**config.mk**
```make
export PLATFORM = sky130hd
export DESIGN_NAME = wiring_driver
export DESIGN_NICKNAME = d
export VERILOG_FILES = /design/src/rtl/wiring_driver_pkg.sv /design/src/rtl/wiring_driver_sat_counter.sv /design/src/rtl/wiring_driver.sv
export SDC_FILE = /design/constraint.sdc
export NUM_CORES = 1
export LEC_CHECK = 0
export ABC_AREA = 1
export CAP_MARGIN = 30
export CORE_MARGIN = 4
export CORE_UTILIZATION = 60
export CTS_BUF_LIST = sky130_fd_sc_hd__clkbuf_4 sky130_fd_sc_hd__clkbuf_8 sky130_fd_sc_hd__clkbuf_16
export DETAILED_ROUTE_END_ITERATION = 7
export DONT_BUFFER_PORTS = 1
export PLACE_DENSITY = 0.78
export SLEW_MARGIN = 10
export SYNTH_ARGS = -nofsm -noshare
export SYNTH_HDL_FRONTEND = slang
export SYNTH_SLANG_ARGS = --single-unit
```
**constraint.sdc**
```tcl
create_clock -name clk -period 1.7 [get_ports clk]
set_input_delay 0.085 -clock clk [delete_from_list [all_inputs] [get_ports clk]]
set_output_delay 0.085 -clock clk [all_outputs]
set_load 0.02 [all_outputs]
```
**src/rtl/wiring_driver_pkg.sv**
```systemverilog
// Shared types and constants for the wiring_driver sequencer.
// Holds the FSM state encoding and the width of the settle-time counter.
package wiring_driver_pkg;

    localparam int CYCLE_W = 16;

    typedef enum logic [2:0] {
        IDLE   = 3'd0,
        CLEAR  = 3'd1,
        PULSE  = 3'd2,
        SETTLE = 3'd3,
        WAIT   = 3'd4,
        RESP   = 3'd5
    } state_t;

    localparam logic [CYCLE_W-1:0] CYCLE_MAX = {CYCLE_W{1'b1}};

    function automatic logic [CYCLE_W-1:0] sat_inc(input logic [CYCLE_W-1:0] value);
        return (value == CYCLE_MAX) ? value : value + CYCLE_W'(1);
    endfunction

endpackage

```
**src/rtl/wiring_driver_sat_counter.sv**
```systemverilog
// Up-counter that clears on request and sticks at all-ones instead of wrapping.
// Used to report the settle time of one wiring-block run.
module wiring_driver_sat_counter
    import wiring_driver_pkg::*;
(
    input  logic               clk,
    input  logic               reset,
    input  logic               clear,
    input  logic               enable,
    output logic [CYCLE_W-1:0] count
);

    always_ff @(posedge clk) begin
        if (!reset) begin
            count <= '0;
        end else if (clear) begin
            count <= '0;
        end else if (enable) begin
            count <= sat_inc(count);
        end
    end

endmodule

```
**src/rtl/wiring_driver.sv**
```systemverilog
// Sequencer that clears, pulses and waits on a wiring block, then reports its output.
// Optional macro WIRING_DRIVER_OUT_ACCUM_EN ORs dut_out over the whole run into rsp_out.
//
// state  | meaning
// IDLE   | ready for a command, all drive outputs low
// CLEAR  | one-cycle dut_logic_reset pulse
// PULSE  | one-cycle dut_in drive with the latched command, counter cleared
// SETTLE | fixed settle delay, dut_running ignored
// WAIT   | wait for dut_running low or timeout, then capture
// RESP   | hold response until rsp_ready
module wiring_driver
    import wiring_driver_pkg::*;
#(
    parameter int INPUT_WIDTH    = 2,
    parameter int OUTPUT_WIDTH   = 1,
    parameter int SETTLE_CYCLES  = 2,
    parameter int TIMEOUT_CYCLES = 1024
)
(
    input  logic                    clk,
    input  logic                    reset,
    input  logic                    cmd_valid,
    output logic                    cmd_ready,
    input  logic [INPUT_WIDTH-1:0]  cmd_in,
    output logic                    rsp_valid,
    input  logic                    rsp_ready,
    output logic [OUTPUT_WIDTH-1:0] rsp_out,
    output logic                    rsp_timeout,
    output logic [CYCLE_W-1:0]      rsp_cycles,
    output logic                    dut_logic_reset,
    output logic [INPUT_WIDTH-1:0]  dut_in,
    input  logic                    dut_running,
    input  logic [OUTPUT_WIDTH-1:0] dut_out
);

    // The phase timer counts down to zero; loads are terminal count minus one.
    localparam logic [CYCLE_W-1:0] SETTLE_LOAD  = CYCLE_W'(SETTLE_CYCLES - 1);
    localparam logic [CYCLE_W-1:0] TIMEOUT_LOAD = CYCLE_W'(TIMEOUT_CYCLES - 1);

    state_t                  state;
    state_t                  state_nxt;
    logic [INPUT_WIDTH-1:0]  cmd_q;
    logic [CYCLE_W-1:0]      tmr_q;
    logic [CYCLE_W-1:0]      tmr_nxt;
    logic [OUTPUT_WIDTH-1:0] out_q;
    logic [OUTPUT_WIDTH-1:0] out_nxt;
    logic                    timeout_q;
    logic                    timeout_nxt;
    logic                    cnt_clear;
    logic                    cnt_en;
    logic [CYCLE_W-1:0]      cycle_cnt;
    logic [OUTPUT_WIDTH-1:0] out_sample;

    wiring_driver_sat_counter u_cycle_cnt (
        .clk    (clk),
        .reset  (reset),
        .clear  (cnt_clear),
        .enable (cnt_en),
        .count  (cycle_cnt)
    );

`ifdef WIRING_DRIVER_OUT_ACCUM_EN
    logic [OUTPUT_WIDTH-1:0] acc_q;

    always_ff @(posedge clk) begin
        if (!reset) begin
            acc_q <= '0;
        end else if (state == PULSE) begin
            acc_q <= '0;
        end else if ((state == SETTLE) || (state == WAIT)) begin
            acc_q <= acc_q | dut_out;
        end
    end

    assign out_sample = acc_q | dut_out;
`else
    assign out_sample = dut_out;
`endif

    always_ff @(posedge clk) begin
        if (!reset) begin
            state     <= IDLE;
            cmd_q     <= '0;
            tmr_q     <= '0;
            out_q     <= '0;
            timeout_q <= 1'b0;
        end else begin
            state     <= state_nxt;
            tmr_q     <= tmr_nxt;
            out_q     <= out_nxt;
            timeout_q <= timeout_nxt;
            if ((state == IDLE) && cmd_valid) begin
                cmd_q <= cmd_in;
            end
        end
    end

    always_comb begin
        state_nxt       = state;
        tmr_nxt         = tmr_q;
        out_nxt         = out_q;
        timeout_nxt     = timeout_q;
        cnt_clear       = 1'b0;
        cnt_en          = 1'b0;
        cmd_ready       = 1'b0;
        dut_logic_reset = 1'b0;
        dut_in          = '0;
        rsp_valid       = 1'b0;
        rsp_out         = '0;
        rsp_timeout     = 1'b0;
        rsp_cycles      = '0;

        case (state)
            IDLE: begin
                cmd_ready = 1'b1;
                if (cmd_valid) begin
                    state_nxt = CLEAR;
                end
            end
            CLEAR: begin
                dut_logic_reset = 1'b1;
                state_nxt       = PULSE;
            end
            PULSE: begin
                dut_in    = cmd_q;
                cnt_clear = 1'b1;
                tmr_nxt   = SETTLE_LOAD;
                state_nxt = SETTLE;
            end
            SETTLE: begin
                cnt_en = 1'b1;
                if (tmr_q == '0) begin
                    tmr_nxt   = TIMEOUT_LOAD;
                    state_nxt = WAIT;
                end else begin
                    tmr_nxt = tmr_q - CYCLE_W'(1);
                end
            end
            WAIT: begin
                cnt_en = 1'b1;
                // A block that stops on the last allowed cycle is not a timeout.
                if (!dut_running || (tmr_q == '0)) begin
                    out_nxt     = out_sample;
                    timeout_nxt = dut_running;
                    state_nxt   = RESP;
                end else begin
                    tmr_nxt = tmr_q - CYCLE_W'(1);
                end
            end
            RESP: begin
                rsp_valid   = 1'b1;
                rsp_out     = out_q;
                rsp_timeout = timeout_q;
                rsp_cycles  = cycle_cnt;
                if (rsp_ready) begin
                    state_nxt = IDLE;
                end
            end
            default: begin
                state_nxt = IDLE;
            end
        endcase
    end

endmodule

```
==> results of run 1 <==
-- per-layer routing --
layer	GRT usage (%)	up-vias	share of wire, %
met3	5.68	22	5.3
met2	46.4	86	52
li1	-	1308	-
met1	27.4	1183	39
met4	11.7	0	2.9
met5	0	-	0
-- cell families (layout without fill, tap and decap cells) --
logic type | after synthesis | count (layout) | synth area share, %
compound gates | 48 | 48 | 11.7
simple gates | 226 | 227 | 40.2
xor+xnor | 16 | 16 | 5.69
flops | 39 | 39 | 31.7
fa+ha+maj | 2 | 2 | 1.02
buf+inv | 56 | 95 | 9.60
-- critical path, cell delays in order, from the launching register on --
cell	delay [ps]
dfxtp_2	410
inv_1	110
nor3_4	250
inv_4	130
nor2_1	160
buf_4	170
-- power by group --
part | leakage (nW) | switching (mW) | internal (mW)
registers | 0.317 | 0.230 | 1.15
logic | 0.855 | 2.06 | 1.22
clock network | 0.0612 | 0.348 | 0.475
-- synth_stat cells (2+ instances only) --
cell	number
a21oi_2	10
ha_1	2
buf_6	3
nand2_2	6
xor2_1	14
clkbuf_1	2
nor3_1	9
nor2_4	2
nand3_1	27
o21ai_0	8
a21oi_1	29
nand2_1	98
nor2_1	68
xnor2_1	2
dfxtp_1	39
inv_2	5
inv_1	43
buf_2	3
nand4_1	8
-- state kept, by name (all words and copies together) (netlist names) --
register,count
u_cycle_cnt.count,16
tmr_q,16
timeout_q,1
state,3
out_q,1
cmd_q,2
-- final cells by class --
class                   instances  area, um^2  area share (%)
clock buffers                   6        82.6            2.79
clock inverters                 2        35.0            1.18
inverters                      48         183            6.17
multi-input cells             293        1490            50.1
flip-flops and latches         39         783            26.4
well taps                      50        62.6            2.11
repair buffers                 39         330            11.2
-- what timing repair did --
item / CTS / global route
cloned: 0 / 1
hold endpoints to repair: 7 / 0
pin swaps: 0 / 1
hold buffers: 5 / 0
setup buffers: 0 / 0
setup endpoints to repair: 5 / 31
resized for setup: 1 / 11
-- through the flow --
stage                     cell area [um^2]  utilization (%)
after floorplan                       2470                -
after global placement                2750             69.3
after detailed placement              2750             69.3
after CTS                             2920             73.6
after global routing                  2960             74.6
final                                 2960             74.6
-- cell usage in the layout, fill, tap and decap left out, types with 2 or more instances in the layout --
cell type	Yosys	final
nor2_4	2	2
dfxtp_1	39	37
nand3_1	27	27
dlygate4sd3_1	0	5
xnor2_1	2	2
nor3_2	0	2
nor2_2	1	4
clkbuf_8	0	6
xor2_1	14	14
nand2_1	98	96
nand2_2	6	8
buf_4	0	32
nor3_4	1	2
nor2_1	68	66
nor3_1	9	6
nand4_1	8	8
o21ai_0	8	7
inv_1	43	43
a21oi_2	10	10
dfxtp_2	0	2
inv_2	5	4
buf_12	0	2
a21oi_1	29	29
-- worst max path at each step --
stage / end / start / slack, ps / cells past startpoint
6_report: rsp_cycles[8] / state[2]$_SDFFE_PN0P_ / 90 / 5
5_1_grt: state[2]$_SDFFE_PN0P_ / tmr_q[1]$_SDFFE_PN0P_ / -60 / 11
4_1_cts: dut_in[0] / state[1]$_SDFFE_PN0P_ / 10 / 4
3_5_place_dp: u_cycle_cnt.count[14]$_SDFFE_PP0P_ / u_cycle_cnt.count[1]$_SDFFE_PP0P_ / 70 / 8
3_3_place_gp: state[2]$_SDFFE_PN0P_ / tmr_q[0]$_SDFFE_PN0P_ / 20 / 11
2_1_floorplan: rsp_cycles[10] / state[2]$_SDFFE_PN0P_ / 60 / 5
==> run metrics, run 1 <==
status finished clean; area share of the largest cell type after synthesis 31.7%; final worst path period share 94.5%; synth unique cells 28; Worst Setup Slack, final 93.4 ps; H-tree Lvls 2; r2r startpoint tmr_q[1]$_SDFFE_PN0P_; reg-to-reg setup timing slack 120 ps; post-layout instance count excluding filler cells 477; clk_skew 11.8 ps; initial antenna violation count 0; post-route ant nets 0; fin nets 436; Sink Count 39; Post-synth EDFFs 0; VDD IR max 0.00165 V; Site Rows 23; maximum root-to-sink buffer count 2; DR iter-0 viols 177; WS Path Type reg2out; cell total after placement 463; Residual DRC 0; Via density 5.45; area leader, netlist dfxtp_1; Std-Cell Core Area 3970 um^2; Worst EP arrival 1520 ps; Initial Util 62.0%; fmax 622 MHz; largest net degree at the start of global routing 19; Final Hold Viols 0; LEAKAGE 1.23 nW; Fillers 320; hold_ws 57.0 ps; hold worst-path end out_q$_SDFFE_PN0P_; post-synthesis cell count 387; Worst setup EP type primary output; ranking of synthesized cells by area dfxtp_1 (32%), nand2_1 (15%), nor2_1 (10%); Power, Total 5.48 mW; PortBufs 0; Root Buffer clkbuf_8; first-pass GRT wire length 10500 um; post-synthesis sequential area ratio 31.7%; final setup vio count 0; r2r endpoint state[2]$_SDFFE_PN0P_; TNS Setup 0 ps; RSZ-0062 raised after global routing true; R2R depth 11; first drt pass iteration count 5; # IOs 31; hpwl dp 4300 um; gpl congestion 0.925; Worst-Margin Slew 455 ps; ys flop type dfxtp_1; area growth from synthesis to layout 20.3%; DP Worst Slack 67.7 ps; worst rel slew slack 69.6%; Overflow after GRT 0; net count after synthesis 397; Die Width 72.1 um; Yosys warnings 0; Final min period 1610 ps; mapped cell area 2460 um^2; Mapped Avg Cell Area 6.36 um^2; Clk Latency, worst-skew pair 300 ps; Routed WL 6390 um; ys async rst share 0%; CTS tree built; Max-Cap Viols 0; vias in the first global route 2464; Worst Path Max Fanout 18; Worst Min Path Start dut_running; pwr/cell area 1850 nW/um^2; TritonCTS buffer count 5; chip height 72.1 um; ant diodes 0; hold path cells 3; Critical Path RT 1620 ps; Hold Crit Class in2reg; clock slew at reported path FFs 90 ps; Tot GR Track Use 25.3%; Slew Viols, Final 0; layout cell share with drive strength beyond 1 19.4%; vias 2599; Die Area 5190 um^2; startpoint types flip-flop; drt wl/cell 13.4 um; Seq cells post-synth 39
(Power assumes the default switching activity.)
==> run 2: changes to the inputs <==
--- a/config.mk
+++ b/config.mk
@@ -5,7 +5,6 @@
 export SDC_FILE = /design/constraint.sdc
 export NUM_CORES = 1
 export LEC_CHECK = 0
-export ABC_AREA = 1
 export CAP_MARGIN = 30
 export CORE_MARGIN = 4
 export CORE_UTILIZATION = 60
@@ -13,6 +12,7 @@
 export DETAILED_ROUTE_END_ITERATION = 7
 export DONT_BUFFER_PORTS = 1
 export PLACE_DENSITY = 0.78
+export SKIP_CTS_REPAIR_TIMING = 1
 export SLEW_MARGIN = 10
 export SYNTH_ARGS = -nofsm -noshare
 export SYNTH_HDL_FRONTEND = slang
==> run 2 against run 1 <==
  * The run now ends with negative hold slack, negative setup slack left
  * Critical path depth rose by 2
  * Hold slack got worse by 79 ps
  * Global-route usage fell by 0.90 points
  * Maximum frequency fell by 5.9%
  * Critical path type is now reg2reg
  * Critical endpoint is now tmr_q[13]$_SDFFE_PN0P_
  * Design area rose by 3.8%
  * Routed wire length rose by 1.4%
  * Largest power group unchanged
==> run metrics, run 2 <==
pwr/cell area 1810 nW/um^2 (was 1850 nW/um^2); ys async rst share 0% (unchanged); area leader, netlist dfxtp_1 (unchanged); Critical Path RT 1890 ps (was 1620 ps); Met2 Wirelength 3300 um (was 3350 um); Worst EP arrival 1900 ps (was 1520 ps); RSZ-0062 raised after global routing true (unchanged); r2r startpoint tmr_q[1]$_SDFFE_PN0P_ (unchanged); top-count cell post-synth dfxtp_1 (was nand2_1); met3 WL 330 um (was 337 um); area growth from synthesis to layout 31.1% (was 20.3%); first drt pass iteration count 4 (was 5); Overflow after GRT 0 (unchanged); top routing layer in use met4 (unchanged); Site Rows 22 (was 23); Via density 6.09 (was 5.45); layout cell share with drive strength beyond 1 32.1% (was 19.4%); largest net degree at the start of global routing 19 (unchanged); post-synthesis sequential area ratio 33.3% (was 31.7%); clock slew at reported path FFs 80 ps (was 90 ps); commonest cells in the synthesized netlist dfxtp_1 (39), nor2_1 (34), nand2_1 (24) (was nand2_1 (98), nor2_1 (68), inv_1 (43)); Initial Util 63.1% (was 62.0%); Post-synth EDFFs 0 (unchanged); first-pass GRT wire length 10000 um (was 10500 um); commonest non-fill, non-tap cells in the layout buf_4 (54), nor2_1 (33), dfxtp_1 (29), nand2_1 (24), and2_1 (18) (was nand2_1 (96), nor2_1 (66), inv_1 (43), dfxtp_1 (37), buf_4 (32)); LEAKAGE 1.24 nW (was 1.23 nW); TritonCTS buffer count 5 (unchanged); fin nets 349 (was 436); drt wl/cell 16.7 um (was 13.4 um); clk_skew 6.28 ps (was 11.8 ps); DP Worst Slack -62.1 ps (was 67.7 ps); reg-to-reg setup timing slack -8 ps (was 120 ps); Worst Setup Slack, final -7.83 ps (was 93.4 ps); final worst path period share 100% (was 94.5%); Slew Viols, Final 0 (unchanged); Clk Latency, worst-skew pair 290 ps (was 300 ps); Seq cells post-synth 39 (unchanged); Metal-1 WL 2660 um (was 2520 um); hpwl dp 4450 um (was 4300 um); ys flop type dfxtp_1 (unchanged); Critical Path End tmr_q[13]$_SDFFE_PN0P_ (was rsp_cycles[8]); area share of the largest cell type after synthesis 33.3% (was 31.7%); Worst-Margin Slew 450 ps (was 455 ps); Sink Count 39 (unchanged); Largest regs tmr_q x16, u_cycle_cnt.count x16, state x3 (unchanged); H-tree Lvls 2 (unchanged); WS Path Type reg2reg (was reg2out); Final min period 1710 ps (was 1610 ps); gpl congestion 0.920 (was 0.925); failing checks negative hold slack, negative setup slack; Die Area 4970 um^2 (was 5190 um^2); vias in the first global route 2218 (was 2464); fmax 586 MHz (was 622 MHz); Root Buffer clkbuf_8 (unchanged); # IOs 31 (unchanged); final setup vio count 2 (was 0); post-route ant nets 0 (unchanged); initial antenna violation count 0 (unchanged); vias 2362 (was 2599); Routed WL 6470 um (was 6390 um); synth unique cells 61 (was 28); crit-path cells inv_2 > ha_4 > nor4b_4 > and4_4 > a21o_1 > o21bai_1 > a22o_1 (was inv_1 > nor3_4 > inv_4 > nor2_1 > buf_4); CP max-delay cell dfxtp_1 (was dfxtp_2); Std-Cell Core Area 3720 um^2 (was 3970 um^2); most common cell after layout, fill and taps aside buf_4 (was nand2_1); Final Hold Viols 2 (was 0); Yosys warnings 0 (unchanged); maximum root-to-sink buffer count 2 (unchanged); net count after synthesis 293 (was 397); DR iter-0 viols 142 (was 177); post-synthesis cell count 283 (was 387); ranking of synthesized cells by area dfxtp_1 (33%), xnor2_1 (6.0%), nor2_1 (5.4%) (was dfxtp_1 (32%), nand2_1 (15%), nor2_1 (10%)); startpoint types flip-flop (unchanged); CTS tree built (unchanged); status finished with violations (was finished clean); Tot GR Track Use 24.4% (was 25.3%); Hold Crit Class in2reg (unchanged); worst rel slew slack 69.9% (was 69.6%); hold_ws -22.1 ps (was 57.0 ps); Worst setup EP type flip-flop (was primary output); R2R depth 7 (was 11); CP Launch Point tmr_q[1]$_SDFFE_PN0P_ (was state[2]$_SDFFE_PN0P_); Mapped Avg Cell Area 8.29 um^2 (was 6.36 um^2); chip height 70.5 um (was 72.1 um); mapped cell area 2340 um^2 (was 2460 um^2); Worst Path Max Fanout 3 (was 18); Max-Cap Viols 0 (unchanged); ant diodes 0 (unchanged); PortBufs 0 (unchanged); Die Width 70.5 um (was 72.1 um); Residual DRC 0 (unchanged); r2r endpoint tmr_q[13]$_SDFFE_PN0P_ (was state[2]$_SDFFE_PN0P_); critical path's largest stage delay 340 ps (was 410 ps); VDD IR max 0.00107 V (was 0.00165 V)
==> run 2: worst min-delay path by stage <==
stage | start | slack, ps | endpoint | cells after the start
after detailed placement | reset | 200 | tmr_q[1]$_SDFFE_PN0P_ | 2
after global routing | dut_out | 1 | out_q$_SDFFE_PN0P_ | 2
after floorplan | cmd_valid | 220 | state[2]$_SDFFE_PN0P_ | 2
final | dut_out | -20 | out_q$_SDFFE_PN0P_ | 2
after CTS | reset | -100 | tmr_q[1]$_SDFFE_PN0P_ | 2
after global placement | reset | 200 | tmr_q[1]$_SDFFE_PN0P_ | 2
==> run 2: cell type report <==
type / count / area [um^2]
fill: 221 / 642
multi-input combinational: 224 / 1580
clock buffer: 8 / 104
sequential: 39 / 796
tap: 48 / 60.1
inverter: 7 / 26.3
timing repair buffer: 62 / 507
==> run 2: worst max-delay path: cells and delay by family (launching register included) <==
kind                       cells  cell delay, ps
DFF                            1             340
AOI/OAI and AO/OA              3             500
and+or+nand+nor                2             560
adders and majority gates      1             130
buffers and inverters          1              70
==> run 2: kinds of logic after synthesis <==
group	after synthesis	synth area share, %
XOR/XNOR	16	5.98
adder cells (fa/ha/maj)	2	1.07
multiplexers	4	1.76
buffers and inverters	20	3.41
AND/OR/NAND/NOR	141	34.6
flip-flops	39	33.3
AO/OA/AOI/OAI	61	19.9
==> run 2: stage by stage <==
step                cells  power [mW]  instance area [um^2]  setup TNS [ps]  util (%)
finish                388        5.55                  3070           -12.1      82.7
floorplan             283        3.21                  2370               0         -
global placement      372        4.28                  2810               0      75.7
global route          388        5.90                  3070            -833      82.7
CTS                   380        5.11                  2920            -369      78.5
detailed placement    372        4.41                  2810            -273      75.7
==> run 2: layer usage <==
layer	GRT usage, %	vias to the layer above
li1	-	1141
met1	29.0	1117
met2	43.0	84
met3	4.03	20
met4	10.6	0
met5	0	-
==> run 2: where the power goes <==
group          total (mW)  switching [mW]  internal, mW
Combinational        3.55            1.81          1.74
Sequential           1.30           0.212          1.09
Clock               0.700           0.314         0.386
Total                5.55            2.34          3.21
==> run 3: changes to the inputs <==
==> constraint.sdc (replaced) <==
create_clock -name clk -period 1.7 [get_ports clk]
set_input_delay 0.34 -clock clk [delete_from_list [all_inputs] [get_ports clk]]
set_output_delay 0.34 -clock clk [all_outputs]
set_load 0.02 [all_outputs]
==> run 3 against run 2 <==
  * The run ends with negative setup slack left
  * Maximum frequency barely moved
  * Register-to-register slack barely moved
  * Largest power group unchanged
  * Routed wire length fell by 7.2%
  * Critical path type unchanged
  * Via count fell by 2.5%
  * Sequential power barely moved
  * Hold slack improved by 180 ps
  * Sequential cell count did not move
  * Largest cell class unchanged
  * Critical path depth did not move
==> run metrics, run 3 (same netlist as run 2, synthesis figures left out) <==
post-layout instance count excluding filler cells 380 (was 388); area growth from synthesis to layout 28.7% (was 31.1%); Worst-Margin Slew 379 ps (was 450 ps); Worst Path Max Fanout 3 (unchanged); chip height 70.5 um (unchanged); Residual DRC 0 (unchanged); Via density 6.06 (was 6.09); switching part of the total 42.9% (was 42.1%); maximum root-to-sink buffer count 2 (unchanged); Routed WL 6010 um (was 6470 um); Die Area 4970 um^2 (unchanged); Critical Path RT 1890 ps (about the same); gpl congestion 0.823 (was 0.920); clk_skew 4.69 ps (was 6.28 ps); Overflow after GRT 0 (unchanged); Site Rows 22 (unchanged); largest net degree at the start of global routing 21 (was 19); clock slew at reported path FFs 80 ps (about the same); commonest non-fill, non-tap cells in the layout buf_4 (51), nor2_1 (32), dfxtp_1 (30), nand2_1 (24), and2_2 (18) (was buf_4 (54), nor2_1 (33), dfxtp_1 (29), nand2_1 (24), and2_1 (18)); hold_ws 156 ps (was -22.1 ps); Final min period 1710 ps (about the same); first-pass GRT wire length 9550 um (was 10000 um); fin nets 341 (was 349); Root Buffer clkbuf_8 (unchanged); r2r startpoint tmr_q[0]$_SDFFE_PN0P_ (was tmr_q[1]$_SDFFE_PN0P_); clock power share 13.2% (was 12.6%); final setup vio count 2 (unchanged); Worst Min Path Start reset (was dut_out); Slew Viols, Final 0 (unchanged); worst rel slew slack 74.5% (was 69.9%); WS Path Type reg2reg (unchanged); initial antenna violation count 0 (unchanged); LEAKAGE 1.20 nW (was 1.24 nW); Initial Util 63.1% (unchanged); layout cell share with drive strength beyond 1 38.3% (was 32.1%); startpoint types flip-flop (unchanged); H-tree Lvls 2 (unchanged); Worst setup EP type flip-flop (unchanged); pwr/cell area 1770 nW/um^2 (was 1810 nW/um^2); CTS tree built (unchanged); Tot GR Track Use 23.5% (was 24.4%); Sink Count 39 (unchanged); status finished with violations (unchanged); Fillers 236 (was 221); Hold Crit Class in2reg (unchanged); RSZ-0062 raised after global routing true (unchanged); hpwl dp 4110 um (was 4450 um); Net Sw Power 2.30 mW (was 2.34 mW); Combinational Power Share 62.1% (was 63.9%); Seq pwr share 24.7% (was 23.5%); Clk Latency, worst-skew pair 290 ps (about the same); reg-to-reg setup timing slack -7 ps (was -8 ps); Max-Cap Viols 0 (unchanged); post-route ant nets 0 (unchanged); DR iter-0 viols 135 (was 142); # IOs 31 (unchanged); cell total after placement 368 (was 372); TritonCTS buffer count 5 (unchanged); internal power 3.06 mW (was 3.21 mW); VDD IR max 0.00111 V (was 0.00107 V); ant diodes 0 (unchanged); Die Width 70.5 um (unchanged); Worst Setup Slack, final -6.70 ps (was -7.83 ps); vias 2303 (was 2362); CP Launch Point tmr_q[0]$_SDFFE_PN0P_ (was tmr_q[1]$_SDFFE_PN0P_); fmax 586 MHz (about the same); first drt pass iteration count 4 (unchanged); Worst EP arrival 1900 ps (about the same); PortBufs 0 (unchanged); failing checks negative setup slack (was negative hold slack, negative setup slack); Std-Cell Core Area 3720 um^2 (unchanged); drt wl/cell 15.8 um (was 16.7 um); vias in the first global route 2076 (was 2218); Largest regs tmr_q x16, u_cycle_cnt.count x16, state x3 (unchanged); TNS Setup -7.95 ps (was -12.1 ps); final worst path period share 100% (about the same); most common cell after layout, fill and taps aside buf_4 (unchanged); Final Hold Viols 0 (was 2)
==> run 3: cell types whose count changed in the layout (fill, tap and decap cells not counted), sizes merged <==
cell and change:
and3 +1, buf -4, dlygate4sd3 -5
==> run 3: final timing paths <==
check,end,cells past startpoint
hold / removal,state[2]$_SDFFE_PN0P_,2
setup / recovery,tmr_q[15]$_SDFFE_PN0P_,7
setup reg to reg,tmr_q[15]$_SDFFE_PN0P_,7
hold reg to reg,cmd_q[1]$_SDFFE_PN0P_,2
==> run 3: critical path: stages, from the launching register on <==
cell      delay (ps)
dfxtp_2          330
inv_2             70
ha_4             130
nor4b_4          260
and4_4           310
a21o_1           190
o21bai_1          90
a22o_1           210
==> run 3: per-stage QoR <==
step / utilization, % / total power, mW / setup slack (ps) / instance area [um^2]
floorplan: - / 3.21 / 4.74 / 2370
detailed placement: 74.2 / 4.30 / -47.8 / 2760
global placement: 74.2 / 4.20 / 3.19 / 2760
global route: 81.2 / 5.72 / -89.4 / 3020
CTS: 77.0 / 5.01 / -292 / 2860
finish: 81.2 / 5.35 / -6.70 / 3020
==> run 3: layout make-up <==
| cell class | count | area, um^2 | share of cell area, % |
|---|---|---|---|
| clock buffer | 8 | 104 | 3.44 |
| timing repair buffer | 53 | 405 | 13.4 |
| tap | 48 | 60.1 | 1.99 |
| sequential | 39 | 797 | 26.4 |
| inverter | 7 | 26.3 | 0.871 |
| multi-input combinational | 225 | 1630 | 53.9 |
==> run 3: layer usage <==
metal / part of all wire (%) / global-route usage (%) / vias up
met3: 4.0 / 5.61 / 17
met4: 2.3 / 8.51 / 0
li1: - / - / 1127
met2: 50 / 38.8 / 65
met1: 44 / 29.7 / 1094
met5: 0 / 0 / -
==> run 3: power groups by stage <==
stage          clock, mW  sequential [mW]  combinational, mW
3_3_place_gp           0             1.29               2.91
5_1_grt            0.757             1.35               3.62
3_5_place_dp           0             1.30               3.00
6_report           0.707             1.32               3.33
2_1_floorplan          0             1.27               1.94
4_1_cts            0.712             1.28               3.02
